===== src/rtl/cpu_pkg.sv =====
// =============================================================================
// Module      : cpu_pkg
// Description : Opcode constants, extension-mode enum and opcode decode for
//               the immediate/operand extension stage.
// Revision    : 1.0 - initial release
// =============================================================================
`default_nettype none

package cpu_pkg;

   localparam logic [5:0] OP_BRA  = 6'h16;
   localparam logic [5:0] OP_JUMP = 6'h15;
   localparam logic [5:0] OP_ANDI = 6'h0C;
   localparam logic [5:0] OP_ORI  = 6'h0D;
   localparam logic [5:0] OP_LUI  = 6'h0F;

   typedef enum logic [2:0] {
      MODE_SEXT = 3'd0,
      MODE_ZEXT = 3'd1,
      MODE_BRA  = 3'd2,
      MODE_JMP  = 3'd3,
      MODE_LUI  = 3'd4
   } ext_mode_t;

   function automatic ext_mode_t opcode_to_mode(input logic [5:0] opcode);
      case (opcode)
         OP_BRA:         return MODE_BRA;
         OP_JUMP:        return MODE_JMP;
         OP_ANDI, OP_ORI: return MODE_ZEXT;
         OP_LUI:         return MODE_LUI;
         default:        return MODE_SEXT;
      endcase
   endfunction

endpackage

`default_nettype wire


===== src/rtl/imm_extend_stage_if.sv =====
// =============================================================================
// Module      : imm_extend_stage_if
// Description : Valid/ready bundle between decode and the extension stage
//               (master drives beats in and accepts results).
// Revision    : 1.0 - initial release
// =============================================================================
`default_nettype none

interface imm_extend_stage_if #(
   parameter int DATA_W = 32,
   parameter int IMM_W  = 16,
   parameter int JMP_W  = 26,
   parameter int RS_W   = 5
);
   logic              in_valid;
   logic              in_ready;
   logic [5:0]        opcode;
   logic [IMM_W-1:0]  imm;
   logic [JMP_W-1:0]  jmp;
   logic [RS_W-1:0]   rs;
   logic              out_valid;
   logic              out_ready;
   logic [DATA_W-1:0] imm_out;
   logic [DATA_W-1:0] rs_out;
   logic [2:0]        mode_out;

   modport master (
      output in_valid, opcode, imm, jmp, rs, out_ready,
      input  in_ready, out_valid, imm_out, rs_out, mode_out
   );

   modport slave (
      input  in_valid, opcode, imm, jmp, rs, out_ready,
      output in_ready, out_valid, imm_out, rs_out, mode_out
   );
endinterface

`default_nettype wire


===== src/rtl/imm_ext_comb.sv =====
// =============================================================================
// Module      : imm_ext_comb
// Description : Combinational opcode-to-mode decode plus sign/zero/upper
//               extension of immediate, jump target and rs fields.
// Revision    : 1.0 - initial release
// =============================================================================
`default_nettype none

module imm_ext_comb
   import cpu_pkg::*;
#(
   parameter int DATA_W    = 32,
   parameter int IMM_W     = 16,
   parameter int JMP_W     = 26,
   parameter int RS_W      = 5,
   parameter int BR_SHIFT  = 0,
   parameter int JMP_SHIFT = 0
) (
   input  wire logic [5:0]        opcode,
   input  wire logic [IMM_W-1:0]  imm,
   input  wire logic [JMP_W-1:0]  jmp,
   input  wire logic [RS_W-1:0]   rs,
   output ext_mode_t              mode,
   output logic      [DATA_W-1:0] imm_ext,
   output logic      [DATA_W-1:0] rs_ext
);
   localparam int c_lui_shift = DATA_W - IMM_W;

   logic [DATA_W-1:0] w_imm_sext;
   logic [DATA_W-1:0] w_imm_zext;
   logic [DATA_W-1:0] w_jmp_sext;
   logic [DATA_W-1:0] w_rs_sext;
   logic [DATA_W-1:0] w_rs_zext;

   // Size casts on signed operands replicate the sign bit
   assign w_imm_sext = DATA_W'($signed(imm));
   assign w_imm_zext = DATA_W'(imm);
   assign w_jmp_sext = DATA_W'($signed(jmp));
   assign w_rs_sext  = DATA_W'($signed(rs));
   assign w_rs_zext  = DATA_W'(rs);

   always_comb begin
      mode    = opcode_to_mode(opcode);
      imm_ext = w_imm_sext;
      rs_ext  = w_rs_zext;
      case (mode)
         MODE_BRA: begin
            imm_ext = w_imm_sext << BR_SHIFT;
            rs_ext  = w_rs_sext;
         end
         MODE_JMP:  imm_ext = w_jmp_sext << JMP_SHIFT;
         MODE_ZEXT: imm_ext = w_imm_zext;
         MODE_LUI:  imm_ext = w_imm_zext << c_lui_shift;
         default:   imm_ext = w_imm_sext;
      endcase
   end

endmodule

`default_nettype wire


===== src/rtl/imm_extend_stage.sv =====
// =============================================================================
// Module      : imm_extend_stage
// Description : Registered extension stage with valid/ready handshake and
//               flush. Define IMM_EXT_SKID_EN for a 2-entry skid buffer.
// Revision    : 1.0 - initial release
// =============================================================================
`default_nettype none

module imm_extend_stage
   import cpu_pkg::*;
#(
   parameter int DATA_W    = 32,
   parameter int IMM_W     = 16,
   parameter int JMP_W     = 26,
   parameter int RS_W      = 5,
   parameter int BR_SHIFT  = 0,
   parameter int JMP_SHIFT = 0
) (
   input wire logic clk,
   input wire logic reset,
   input wire logic flush,
   imm_extend_stage_if.slave bus
);
   ext_mode_t         w_mode;
   logic [DATA_W-1:0] w_imm_ext;
   logic [DATA_W-1:0] w_rs_ext;
   logic              w_in_ready;
   logic              w_xfer_in;

   logic              r_out_valid;
   logic [DATA_W-1:0] r_imm;
   logic [DATA_W-1:0] r_rs;
   ext_mode_t         r_mode;

   imm_ext_comb #(
      .DATA_W(DATA_W), .IMM_W(IMM_W), .JMP_W(JMP_W), .RS_W(RS_W),
      .BR_SHIFT(BR_SHIFT), .JMP_SHIFT(JMP_SHIFT)
   ) u_ext (
      .opcode (bus.opcode),
      .imm    (bus.imm),
      .jmp    (bus.jmp),
      .rs     (bus.rs),
      .mode   (w_mode),
      .imm_ext(w_imm_ext),
      .rs_ext (w_rs_ext)
   );

   assign w_xfer_in     = bus.in_valid && w_in_ready && !flush;
   assign bus.in_ready  = w_in_ready;
   assign bus.out_valid = r_out_valid;
   assign bus.imm_out   = r_imm;
   assign bus.rs_out    = r_rs;
   assign bus.mode_out  = r_mode;

`ifdef IMM_EXT_SKID_EN
   logic              r_in_ready;
   logic              r_skid_valid;
   logic [DATA_W-1:0] r_skid_imm;
   logic [DATA_W-1:0] r_skid_rs;
   ext_mode_t         r_skid_mode;

   // Registered ready keeps out_ready off the upstream timing path
   assign w_in_ready = r_in_ready && !reset;

   always_ff @(posedge clk) begin
      if (reset) begin
         r_in_ready   <= 1'b1;
         r_out_valid  <= 1'b0;
         r_skid_valid <= 1'b0;
         r_imm        <= '0;
         r_rs         <= '0;
         r_mode       <= MODE_SEXT;
         r_skid_imm   <= '0;
         r_skid_rs    <= '0;
         r_skid_mode  <= MODE_SEXT;
      end else if (flush) begin
         r_in_ready   <= 1'b1;
         r_out_valid  <= 1'b0;
         r_skid_valid <= 1'b0;
      end else if (w_xfer_in) begin
         if (!r_out_valid || bus.out_ready) begin
            r_out_valid <= 1'b1;
            r_imm       <= w_imm_ext;
            r_rs        <= w_rs_ext;
            r_mode      <= w_mode;
         end else begin
            r_skid_valid <= 1'b1;
            r_in_ready   <= 1'b0;
            r_skid_imm   <= w_imm_ext;
            r_skid_rs    <= w_rs_ext;
            r_skid_mode  <= w_mode;
         end
      end else if (r_out_valid && bus.out_ready) begin
         if (r_skid_valid) begin
            r_imm        <= r_skid_imm;
            r_rs         <= r_skid_rs;
            r_mode       <= r_skid_mode;
            r_skid_valid <= 1'b0;
            r_in_ready   <= 1'b1;
         end else begin
            r_out_valid <= 1'b0;
         end
      end
   end
`else
   assign w_in_ready = !reset && (!r_out_valid || bus.out_ready);

   always_ff @(posedge clk) begin
      if (reset) begin
         r_out_valid <= 1'b0;
         r_imm       <= '0;
         r_rs        <= '0;
         r_mode      <= MODE_SEXT;
      end else if (flush) begin
         r_out_valid <= 1'b0;
      end else if (w_xfer_in) begin
         r_out_valid <= 1'b1;
         r_imm       <= w_imm_ext;
         r_rs        <= w_rs_ext;
         r_mode      <= w_mode;
      end else if (bus.out_ready) begin
         r_out_valid <= 1'b0;
      end
   end
`endif

endmodule

`default_nettype wire

===== src/flat_wrapper.sv =====
// flat-port wrapper written by rule: the top's interface ports become plain ports
module imm_extend_stage_flat import cpu_pkg::*;
#(
   parameter int DATA_W    = 32,
   parameter int IMM_W     = 16,
   parameter int JMP_W     = 26,
   parameter int RS_W      = 5,
   parameter int BR_SHIFT  = 0,
   parameter int JMP_SHIFT = 0
)
  (clk, reset, flush, bus_in_valid, bus_opcode, bus_imm, bus_jmp, bus_rs, bus_out_ready, bus_in_ready, bus_out_valid, bus_imm_out, bus_rs_out, bus_mode_out);
  imm_extend_stage_if #(.DATA_W(DATA_W), .IMM_W(IMM_W), .JMP_W(JMP_W), .RS_W(RS_W)) bus_i ();
  input wire logic clk;
  input wire logic reset;
  input wire logic flush;
  input wire logic [$bits(bus_i.in_valid)-1:0] bus_in_valid;
  input wire logic [$bits(bus_i.opcode)-1:0] bus_opcode;
  input wire logic [$bits(bus_i.imm)-1:0] bus_imm;
  input wire logic [$bits(bus_i.jmp)-1:0] bus_jmp;
  input wire logic [$bits(bus_i.rs)-1:0] bus_rs;
  input wire logic [$bits(bus_i.out_ready)-1:0] bus_out_ready;
  output wire logic [$bits(bus_i.in_ready)-1:0] bus_in_ready;
  output wire logic [$bits(bus_i.out_valid)-1:0] bus_out_valid;
  output wire logic [$bits(bus_i.imm_out)-1:0] bus_imm_out;
  output wire logic [$bits(bus_i.rs_out)-1:0] bus_rs_out;
  output wire logic [$bits(bus_i.mode_out)-1:0] bus_mode_out;
  assign bus_i.in_valid = bus_in_valid;
  assign bus_i.opcode = bus_opcode;
  assign bus_i.imm = bus_imm;
  assign bus_i.jmp = bus_jmp;
  assign bus_i.rs = bus_rs;
  assign bus_i.out_ready = bus_out_ready;
  assign bus_in_ready = bus_i.in_ready;
  assign bus_out_valid = bus_i.out_valid;
  assign bus_imm_out = bus_i.imm_out;
  assign bus_rs_out = bus_i.rs_out;
  assign bus_mode_out = bus_i.mode_out;
  imm_extend_stage #(.DATA_W(DATA_W), .IMM_W(IMM_W), .JMP_W(JMP_W), .RS_W(RS_W), .BR_SHIFT(BR_SHIFT), .JMP_SHIFT(JMP_SHIFT)) u_core (.clk(clk), .reset(reset), .flush(flush), .bus(bus_i));
endmodule

===== config.mk =====
export PLATFORM = sky130hd
export DESIGN_NAME = imm_extend_stage_flat
export DESIGN_NICKNAME = d
export VERILOG_FILES = /design/src/rtl/cpu_pkg.sv /design/src/rtl/imm_extend_stage_if.sv /design/src/rtl/imm_ext_comb.sv /design/src/rtl/imm_extend_stage.sv /design/src/flat_wrapper.sv
export SDC_FILE = /design/constraint.sdc
export NUM_CORES = 1
export LEC_CHECK = 0
export ABC_AREA = 0
export BUFFER_PORTS_ARGS = -buffer_cell sky130_fd_sc_hd__buf_2
export CELL_PAD_IN_SITES_DETAIL_PLACEMENT = 1
export CELL_PAD_IN_SITES_GLOBAL_PLACEMENT = 1
export CORE_ASPECT_RATIO = 0.6
export CORE_MARGIN = 5
export CORE_UTILIZATION = 38
export DETAILED_ROUTE_END_ITERATION = 7
export PLACE_DENSITY = 0.79
export SLEW_MARGIN = 20
export SYNTH_ARGS = -nofsm -noshare
export SYNTH_HDL_FRONTEND = slang
export SYNTH_HIERARCHICAL = 1
export SYNTH_SLANG_ARGS = --single-unit

===== constraint.sdc =====
create_clock -name clk -period 3.7 [get_ports clk]
set_clock_uncertainty 0.15 [all_clocks]
set_input_delay 0.185 -clock clk [delete_from_list [all_inputs] [get_ports clk]]
set_output_delay 0.185 -clock clk [all_outputs]
set_load 0.005 [all_outputs]

# Word-level counts from Yosys, hierarchy flattened
# Index checks and enable logic that the tools add are counted.
# totals
register_bits	68
latchBits	0
mem_bits_rw	0
rom_bits	0
output_inout_bits	69
wordCells	30
mem_count	0
# classes
n_addsub	0
multipliers	0
div	0
n_lt_le_gt_ge	0
n_eq_ne	9
n_shift	0
n_mux	5
n_bitwise	1
n_reduce_logical	11
# ops
operator	n
32-bit one-hot mux with 3 select lines	1
32-bit two-way mux	1
6-bit by 4-bit equality test with 1-bit output (second input constant)	3
6-bit by 5-bit equality test with 1-bit output (second input constant)	2
3-bit one-hot mux with 4 select lines	1
3-bit by 2-bit equality test with 1-bit output (second input constant)	2
2-bit OR reduction	2
3-bit by 1-bit equality test with 1-bit output (second input constant)	1
3-bit equality test (second input constant)	1
1-bit logical AND	3
1-bit zero test	3
1-bit two-way mux	2
2-bit AND reduction	1
2-bit nonzero test	1
1-bit logical OR	1
1-bit NOT	1

# Depth between registers and ports, before layout
# Gate-level depths: netlist (run 1).
# logic_depth
word_depth	6
depth_mapped	7

# By module
# Netlist (run 1), hierarchy kept.
# by_module_without_submodules
module	instances	cells_per_inst	area_per_inst_um2
imm_extend_stage	1	312	2979.1
imm_ext_comb	1	91	708.2

# Worst setup path after synthesis (run 1)
# OpenSTA, ideal clock, no wires.
# synth_path
kind	input -> register
start	input bus_opcode[5]
end	register u_core.r_rs[10] (netlist: u_core/bus.rs_out[10])
setup_time_ps	59
arrival_time_ps	2944
path_slack_ps	547
cell_stages	5
path_buffers	2
cell_sequence	nand2b_1 -> buf_2 -> nor4_1 -> buf_4 -> a31o_1
# synth_between
elab_chain_len	5
word_cells_on_any_way	9
classes_between	eq/ne (6); mux (2); reduce/logical (1)
# synth_rtl
item	line_no	rtl
start: declaration	flat_wrapper.sv:17	input wire logic [$bits(bus_i.opcode)-1:0] bus_opcode;
6-bit by 4-bit equality test with 1-bit output	cpu_pkg.sv:26	case (opcode)
2-bit OR reduction	cpu_pkg.sv:26	
3-bit one-hot mux with 4 select lines *	cpu_pkg.sv:26	
3-bit by 2-bit equality test with 1-bit output *	imm_ext_comb.sv:46	case (mode)
32-bit two-way mux *	imm_ext_comb.sv:46	
via u_core.w_rs_ext[10]	imm_extend_stage.sv:26	logic [DATA_W-1:0] w_rs_ext;
end signal: assignment	imm_extend_stage.sv:119	r_rs <= w_rs_ext;
end: declaration	imm_extend_stage.sv:32	logic [DATA_W-1:0] r_rs;
# The timed path passes the listed nets; every way through them passes the cells marked *.
# A chain may end at the register's enable or synchronous reset.

# Final worst setup path (run 1)
# layout_path
start	register u_core.r_out_valid (netlist: u_core/bus.out_valid)
end	register u_core.r_imm[22] (netlist: u_core/bus.imm_out[22])
# layout_between
elab_chain_len	6
# layout_rtl
item	line_no	rtl
start: declaration	imm_extend_stage.sv:30	logic r_out_valid;
start signal: assignment	imm_extend_stage.sv:110	r_out_valid <= 1'b0;
start signal: assignment	imm_extend_stage.sv:115	r_out_valid <= 1'b0;
start signal: assignment	imm_extend_stage.sv:117	r_out_valid <= 1'b1;
1-bit zero test	imm_extend_stage.sv:106	assign w_in_ready = !reset && (!r_out_valid || bus.out_ready);
1-bit logical OR	imm_extend_stage.sv:106	
1-bit logical AND	imm_extend_stage.sv:106	
1-bit logical AND (2 in a row)	imm_extend_stage.sv:48	assign w_xfer_in = bus.in_valid && w_in_ready && !flush;
2-bit AND reduction (no source line)	n/a	
end signal: assignment	imm_extend_stage.sv:118	r_imm <= w_imm_ext;
end: declaration	imm_extend_stage.sv:31	logic [DATA_W-1:0] r_imm;
# Every way passes these cells.

==> results_dict.tcl, run 1 <==
set metrics [dict create \
    status "finished clean" \
    routed_wl_um 10500 \
    irDropWorstVdd_v 0.000252 \
    drive_above_1_share 0.313 \
    cts_tree "done" \
    async_reset_ff_frac 0 \
    yosysTopAreaCell "dfxtp_1" \
    cts_setup_buffers 0 \
    cp-end-kind "flip-flop" \
    yosys-top-cells-area "dfxtp_1, a31o_1, nand2b_1, a21oi_1, buf_4" \
    fmax_mhz 494 \
    setup_slack_ns 1.68 \
    path_cells "nand2b_4 > buf_4 > a21oi_1 > a31o_1" \
    wl_met1_um 5060 \
    syn_nets 461 \
    fin_crit_ns 2.02 \
    die_y_um 86.3 \
    synth_edf_count 0 \
    worstSkewPairLatency_ns 0.32 \
    r2r-start "u_core/bus.out_valid" \
    netlist.area_leader.share 0.369 \
    rrSetupSlack_ns 1.68 \
    ys_seq_area_frac 0.369 \
    layout_commonest_cell "buf_2" \
    ys_ff_latch 68 \
    dr.first_iter.drc_count 193 \
    final_nets 536 \
    die_w_um 137 \
    dominantRegCellSynth "dfxtp_1" \
    ys_types 30 \
    num_vias 3189 \
    r2r-end "u_core/bus.imm_out[22]" \
    cts_sinks 68 \
    highest_layer "met4" \
    start_kind "flip-flop" \
    fin_cells 613 \
    gp_congestion 0.758 \
    clockRootBuffer "clkbuf_16" \
    max_cap_viol_count 0 \
    holdPathStages 3 \
    io_pins 127 \
    hpwl_um 6760 \
    critPathKind "reg -> reg" \
    core_region_area_um2 9320 \
    pwr_density_cell_nw_per_um2 427 \
    worst_pin_slew_ns 0.998 \
    drtPass1Iterations 4 \
    finalHoldViolCount 0 \
    rsz0062_at_grt "no" \
    yosys_warnings 6 \
    cts.reportedPaths.clkPinSlew_ns 0.05 \
    grt_max_degree 135 \
    drtAntennaViolNets 0 \
    htreeDepth 3 \
    antenna_found_initial 0 \
    port_buffers 126 \
    drt-vias-per-instance 5.20 \
    avgSynthCellArea_um2 9.15 \
    finalMaxSlewViolations 0 \
    grt_pass1_wl_um 16600 \
    fin_tns_setup_ns 0 \
    hold_path_end "u_core/bus.imm_out[10]" \
    grt_pass1_vias 3190 \
    post-route-period-util 0.547 \
    num_rows 27 \
    syn_to_final_growth_pct 20.2 \
    cts_buffer_depth 2 \
    diodes 0 \
    cp_max_fo 94 \
    track_usage 0.175 \
    drt_drc_violations_left 0 \
    dp.cells 590 \
    initial_core_util 0.395 \
    postSynthCellCount 403 \
    wl_per_cell_um 17.1 \
    holdCritStartpoint "bus_jmp[10]" \
    wl_met2_um 4760 \
    dieArea_um2 11800 \
    r2r_cells 4 \
    preCtsSetupSlack_ns 1.47 \
    critical-path-max-stage-delay_ns 0.70 \
    p_leak_nw 2.01 \
    required_ns 3.76 \
    arrival_ns 2.09 \
    wl_met3_um 620 \
    slowest_stage "nand2b_4" \
    min_path_type "in -> reg" \
    syn_area_um2 3690 \
    setup_viol 0 \
    numCtsBuffers 9 \
    grt-ovfl-total 0 \
    final_cell_mix "buf_2, nand2b_1, dfxtp_1" \
    relSlewSlack 0.334 \
]
## worst max-delay path by stage
| stage | end | cells past startpoint | startpoint | slack [ns] |
|---|---|---|---|---|
| after floorplan | u_core/bus.rs_out[10] | 5 | bus_opcode[5] | 0.55 |
| after global placement | u_core/bus.imm_out[6] | 6 | bus_opcode[5] | 1.54 |
| after detailed placement | u_core/bus.imm_out[4] | 6 | bus_opcode[5] | 1.47 |
| after CTS | u_core/bus.rs_out[22] | 4 | u_core/bus.out_valid | 1.67 |
| after global routing | u_core/bus.rs_out[22] | 4 | u_core/bus.out_valid | 1.52 |
| final | u_core/bus.imm_out[22] | 4 | u_core/bus.out_valid | 1.68 |
## per-layer routing
layer | GRT usage | up-vias
li1 | - | 1579
met1 | 0.235 | 1532
met2 | 0.273 | 76
met3 | 0.0580 | 2
met4 | 0.0380 | 0
met5 | 0 | -
## registers in the layout, summed over array words and instances, names as in the netlist
name	cells
u_core/bus.imm_out	32
u_core/bus.rs_out	32
u_core/bus.out_valid	1
u_core/bus.mode_out	3
## metrics by stage
step / cell area, µm² / utilization / power (mW) / hold slack [ns]
floorplan: 3690 / - / 0.912 / 0.112
global placement: 4040 / 0.434 / 0.979 / 0.247
detailed placement: 4040 / 0.434 / 0.985 / 0.252
CTS: 4430 / 0.475 / 1.92 / 0.0347
global route: 4430 / 0.475 / 1.98 / 0.0584
finish: 4430 / 0.475 / 1.89 / 0.0540
## synthesized netlist by cell type (2+ instances only)
cell	instances
a221o_1	10
buf_4	38
nand2b_1	71
a22o_1	16
nor3_1	2
a21oi_1	67
nor2b_1	2
nand2_1	2
clkbuf_1	11
buf_6	9
a31o_1	67
inv_1	2
buf_2	16
dfxtp_1	68
nor2_1	2
a21o_1	6
## what timing repair did
item | in CTS | in global routing
gates resized for setup | 0 | 0
endpoints found under the hold margin | 6 | 0
setup endpoints to repair | 0 | 0
hold buffers | 7 | 0
## cell families (layout without fill, tap and decap cells)
kind of cell / after synthesis / in the layout / share of synthesized area
compound gates: 170 / 170 / 0.335
xor+xnor: 1 / 1 / 0.00238
buf+inv: 76 / 156 / 0.140
flops: 68 / 68 / 0.369
simple gates: 88 / 88 / 0.154
## power by group
| part | switching (mW) | leakage (nW) | total [mW] | internal [mW] |
|---|---|---|---|---|
| Clock | 0.307 | 0.153 | 0.915 | 0.608 |
| Combinational | 0.105 | 1.31 | 0.205 | 0.101 |
| Sequential | 0.0134 | 0.553 | 0.771 | 0.757 |
| Total | 0.426 | 2.01 | 1.89 | 1.47 |
## cell type report
type,count,area (µm²)
Timing Repair Buffer,138,751
Sequential cell,68,1360
Fill cell,1112,4890
Multi-Input combinational cell,259,1830
Clock inverter,4,72.6
Clock buffer,12,246
Tap cell,130,163
Inverter,2,7.51
## worst max-delay path, delay by kind of cell, from the launching register on
kind                   cells  cell delay (ns)
AND/OR/NAND/NOR            1             0.70
buffers and inverters      1             0.37
flip-flops                 1             0.35
AO/OA/AOI/OAI              2             0.30
(Power assumes the default switching activity.)
==> run 2: changes to the inputs <==
CORE_UTILIZATION = 34   (was 38)
PLACE_DENSITY = 0.75   (was 0.79)
clock period = 1.8 ns   (was 3.7 ns; I/O delays follow)
==> run 2 against run 1 <==
Effect of this change:
- cell count grew 9.1%
- critical path type is now in -> reg
- utilization shrank 0.35 points
- worst hold slack lost 0.025 ns
- sequential share of layout area shrank 3.5 points
- die area grew 11%
- final area grew 13%
- total power grew 120%
- sequential power grew 110%
- non-clock buffer count grew 47
==> results_dict.tcl, run 2 (synthesis gave the netlist of run 1 again) <==
set metrics [dict create \
    status "finished clean" \
    clockRootBuffer "clkbuf_16" \
    cp-end-kind "flip-flop" \
    drive_above_1_share 0.302 \
    io_pins 127 \
    placed_area_um2 4170 \
    drtAntennaViolNets 0 \
    routed_wl_um 11600 \
    hpwl_um 7280 \
    fin_crit_ns 1.68 \
    fin_area_um2 5000 \
    p_leak_nw 2.25 \
    cp_max_fo 39 \
    antenna_found_initial 0 \
    layout_commonest_cell "buf_2" \
    power_frac_seq 0.380 \
    initial_core_util 0.348 \
    port_buffers 126 \
    grt_max_degree 70 \
    core_region_area_um2 10600 \
    rrSetupSlack_ns 0.25 \
    pwr_density_cell_nw_per_um2 835 \
    cts.reportedPaths.clkPinSlew_ns 0.06 \
    fillers 1224 \
    diodes 0 \
    max_cap_viol_count 0 \
    swShare 0.227 \
    dr.first_iter.drc_count 252 \
    cts_tree "done" \
    grt_pass1_wl_um 18600 \
    cts_buffer_depth 2 \
    fin_cells 669 \
    relSlewSlack 0.451 \
    holdWs_ns 0.0289 \
    grt_pass1_vias 3585 \
    required_ns 1.87 \
    worst_pin_slew_ns 0.823 \
    dp.cells 605 \
    syn_to_final_growth_pct 35.6 \
    num_rows 29 \
    die_y_um 90.7 \
    min_path_type "in -> reg" \
    worstSkewPairLatency_ns 0.32 \
    die_w_um 144 \
    grt-ovfl-total 0 \
    wl_per_cell_um 17.4 \
    totalPowerFinal_mw 4.17 \
    htreeDepth 3 \
    fmax_mhz 595 \
    num_vias 3517 \
    drtPass1Iterations 4 \
    finalMaxSlewViolations 0 \
    critPathKind "in -> reg" \
    cts_sinks 68 \
    final_cell_mix "buf_2, nand2b_1, dfxtp_1" \
    setup_viol 0 \
    rsz0062_at_grt "no" \
    numCtsBuffers 9 \
    arrival_ns 1.75 \
    internal-power_mw 3.23 \
    critical-path-max-stage-delay_ns 0.53 \
    cts-resized-gates 0 \
    drt_drc_violations_left 0 \
    slowest_stage "dlygate4sd3_1" \
    track_usage 0.175 \
    post-route-period-util 0.933 \
    gp_congestion 0.790 \
    fin_tns_setup_ns 0 \
    final_nets 583 \
    path_cells "dlygate4sd3_1 > buf_2 > nor3b_4 > buf_4 > buf_12 > a21oi_1 > a31o_1" \
    p_switching_mw 0.947 \
    drt-vias-per-instance 5.26 \
    irDropWorstVdd_v 0.000408 \
    dieArea_um2 13100 \
    p_clk_frac 0.495 \
    start_kind "primary input" \
    finalHoldViolCount 0 \
    comb_power_share 0.124 \
]
-- run 2: cell types whose count changed in the layout (fill, tap and decap cells not counted), sizes merged --
cell,delta
buf,+7
clkbuf,-2
dlygate4sd3,+40
clkinv,+1
bufinv,+1
-- run 2: worst max-delay path: cells and delay by family --
| kind | cells | cell delay (ns) |
|---|---|---|
| simple gates | 1 | 0.28 |
| buf+inv | 4 | 1.06 |
| compound gates | 2 | 0.30 |
-- run 2: routing by layer --
metal / up-vias / part of all wire / global-route usage / wire [µm]
met2: 100 / 0.46 / 0.275 / 5390
li1: 1674 / - / - / -
met1: 1726 / 0.46 / 0.230 / 5320
met4: 0 / 0.014 / 0.0489 / 161
met3: 17 / 0.066 / 0.0593 / 763
met5: - / 0 / 0 / 0
-- run 2: stage by stage --
step,utilization,worst slack (ns)
2_1_floorplan,-,0.0577
5_1_grt,0.472,0.0716
3_5_place_dp,0.394,0.0142
4_1_cts,0.470,0.0643
3_3_place_gp,0.394,0.123
6_report,0.472,0.120
-- run 2: final cells by class --
| class | instances | area (µm²) | share of cell area |
|---|---|---|---|
| inverters | 2 | 7.51 | 0.00150 |
| clock inverters | 6 | 111 | 0.0223 |
| flip-flops and latches | 68 | 1360 | 0.272 |
| well taps | 139 | 174 | 0.0348 |
| clock buffers | 10 | 239 | 0.0478 |
| repair buffers | 185 | 1270 | 0.253 |
| multi-input cells | 259 | 1840 | 0.368 |
-- run 2: final timing paths --
path	from	endpoint	cells past startpoint
setup reg to reg	u_core/bus.out_valid	u_core/bus.out_valid	4
hold reg to reg	u_core/bus.imm_out[24]	u_core/bus.imm_out[24]	3
setup / recovery	flush	u_core/bus.rs_out[5]	7
hold / removal	bus_opcode[1]	u_core/bus.mode_out[0]	3
-- run 2: what timing repair did --
item / CTS / global route
buffers inserted: 0 / 1
hold buffers: 46 / 1
endpoints found under the hold margin: 36 / 1
endpoints found under the setup margin: 0 / 1
-- run 2: power groups by stage --
stage	clock (mW)	combinational [mW]	sequential (mW)
5_1_grt	2.19	0.563	1.59
2_1_floorplan	0	0.259	1.62
4_1_cts	2.12	0.510	1.59
6_report	2.07	0.519	1.59
3_5_place_dp	0	0.431	1.62
3_3_place_gp	0	0.418	1.62
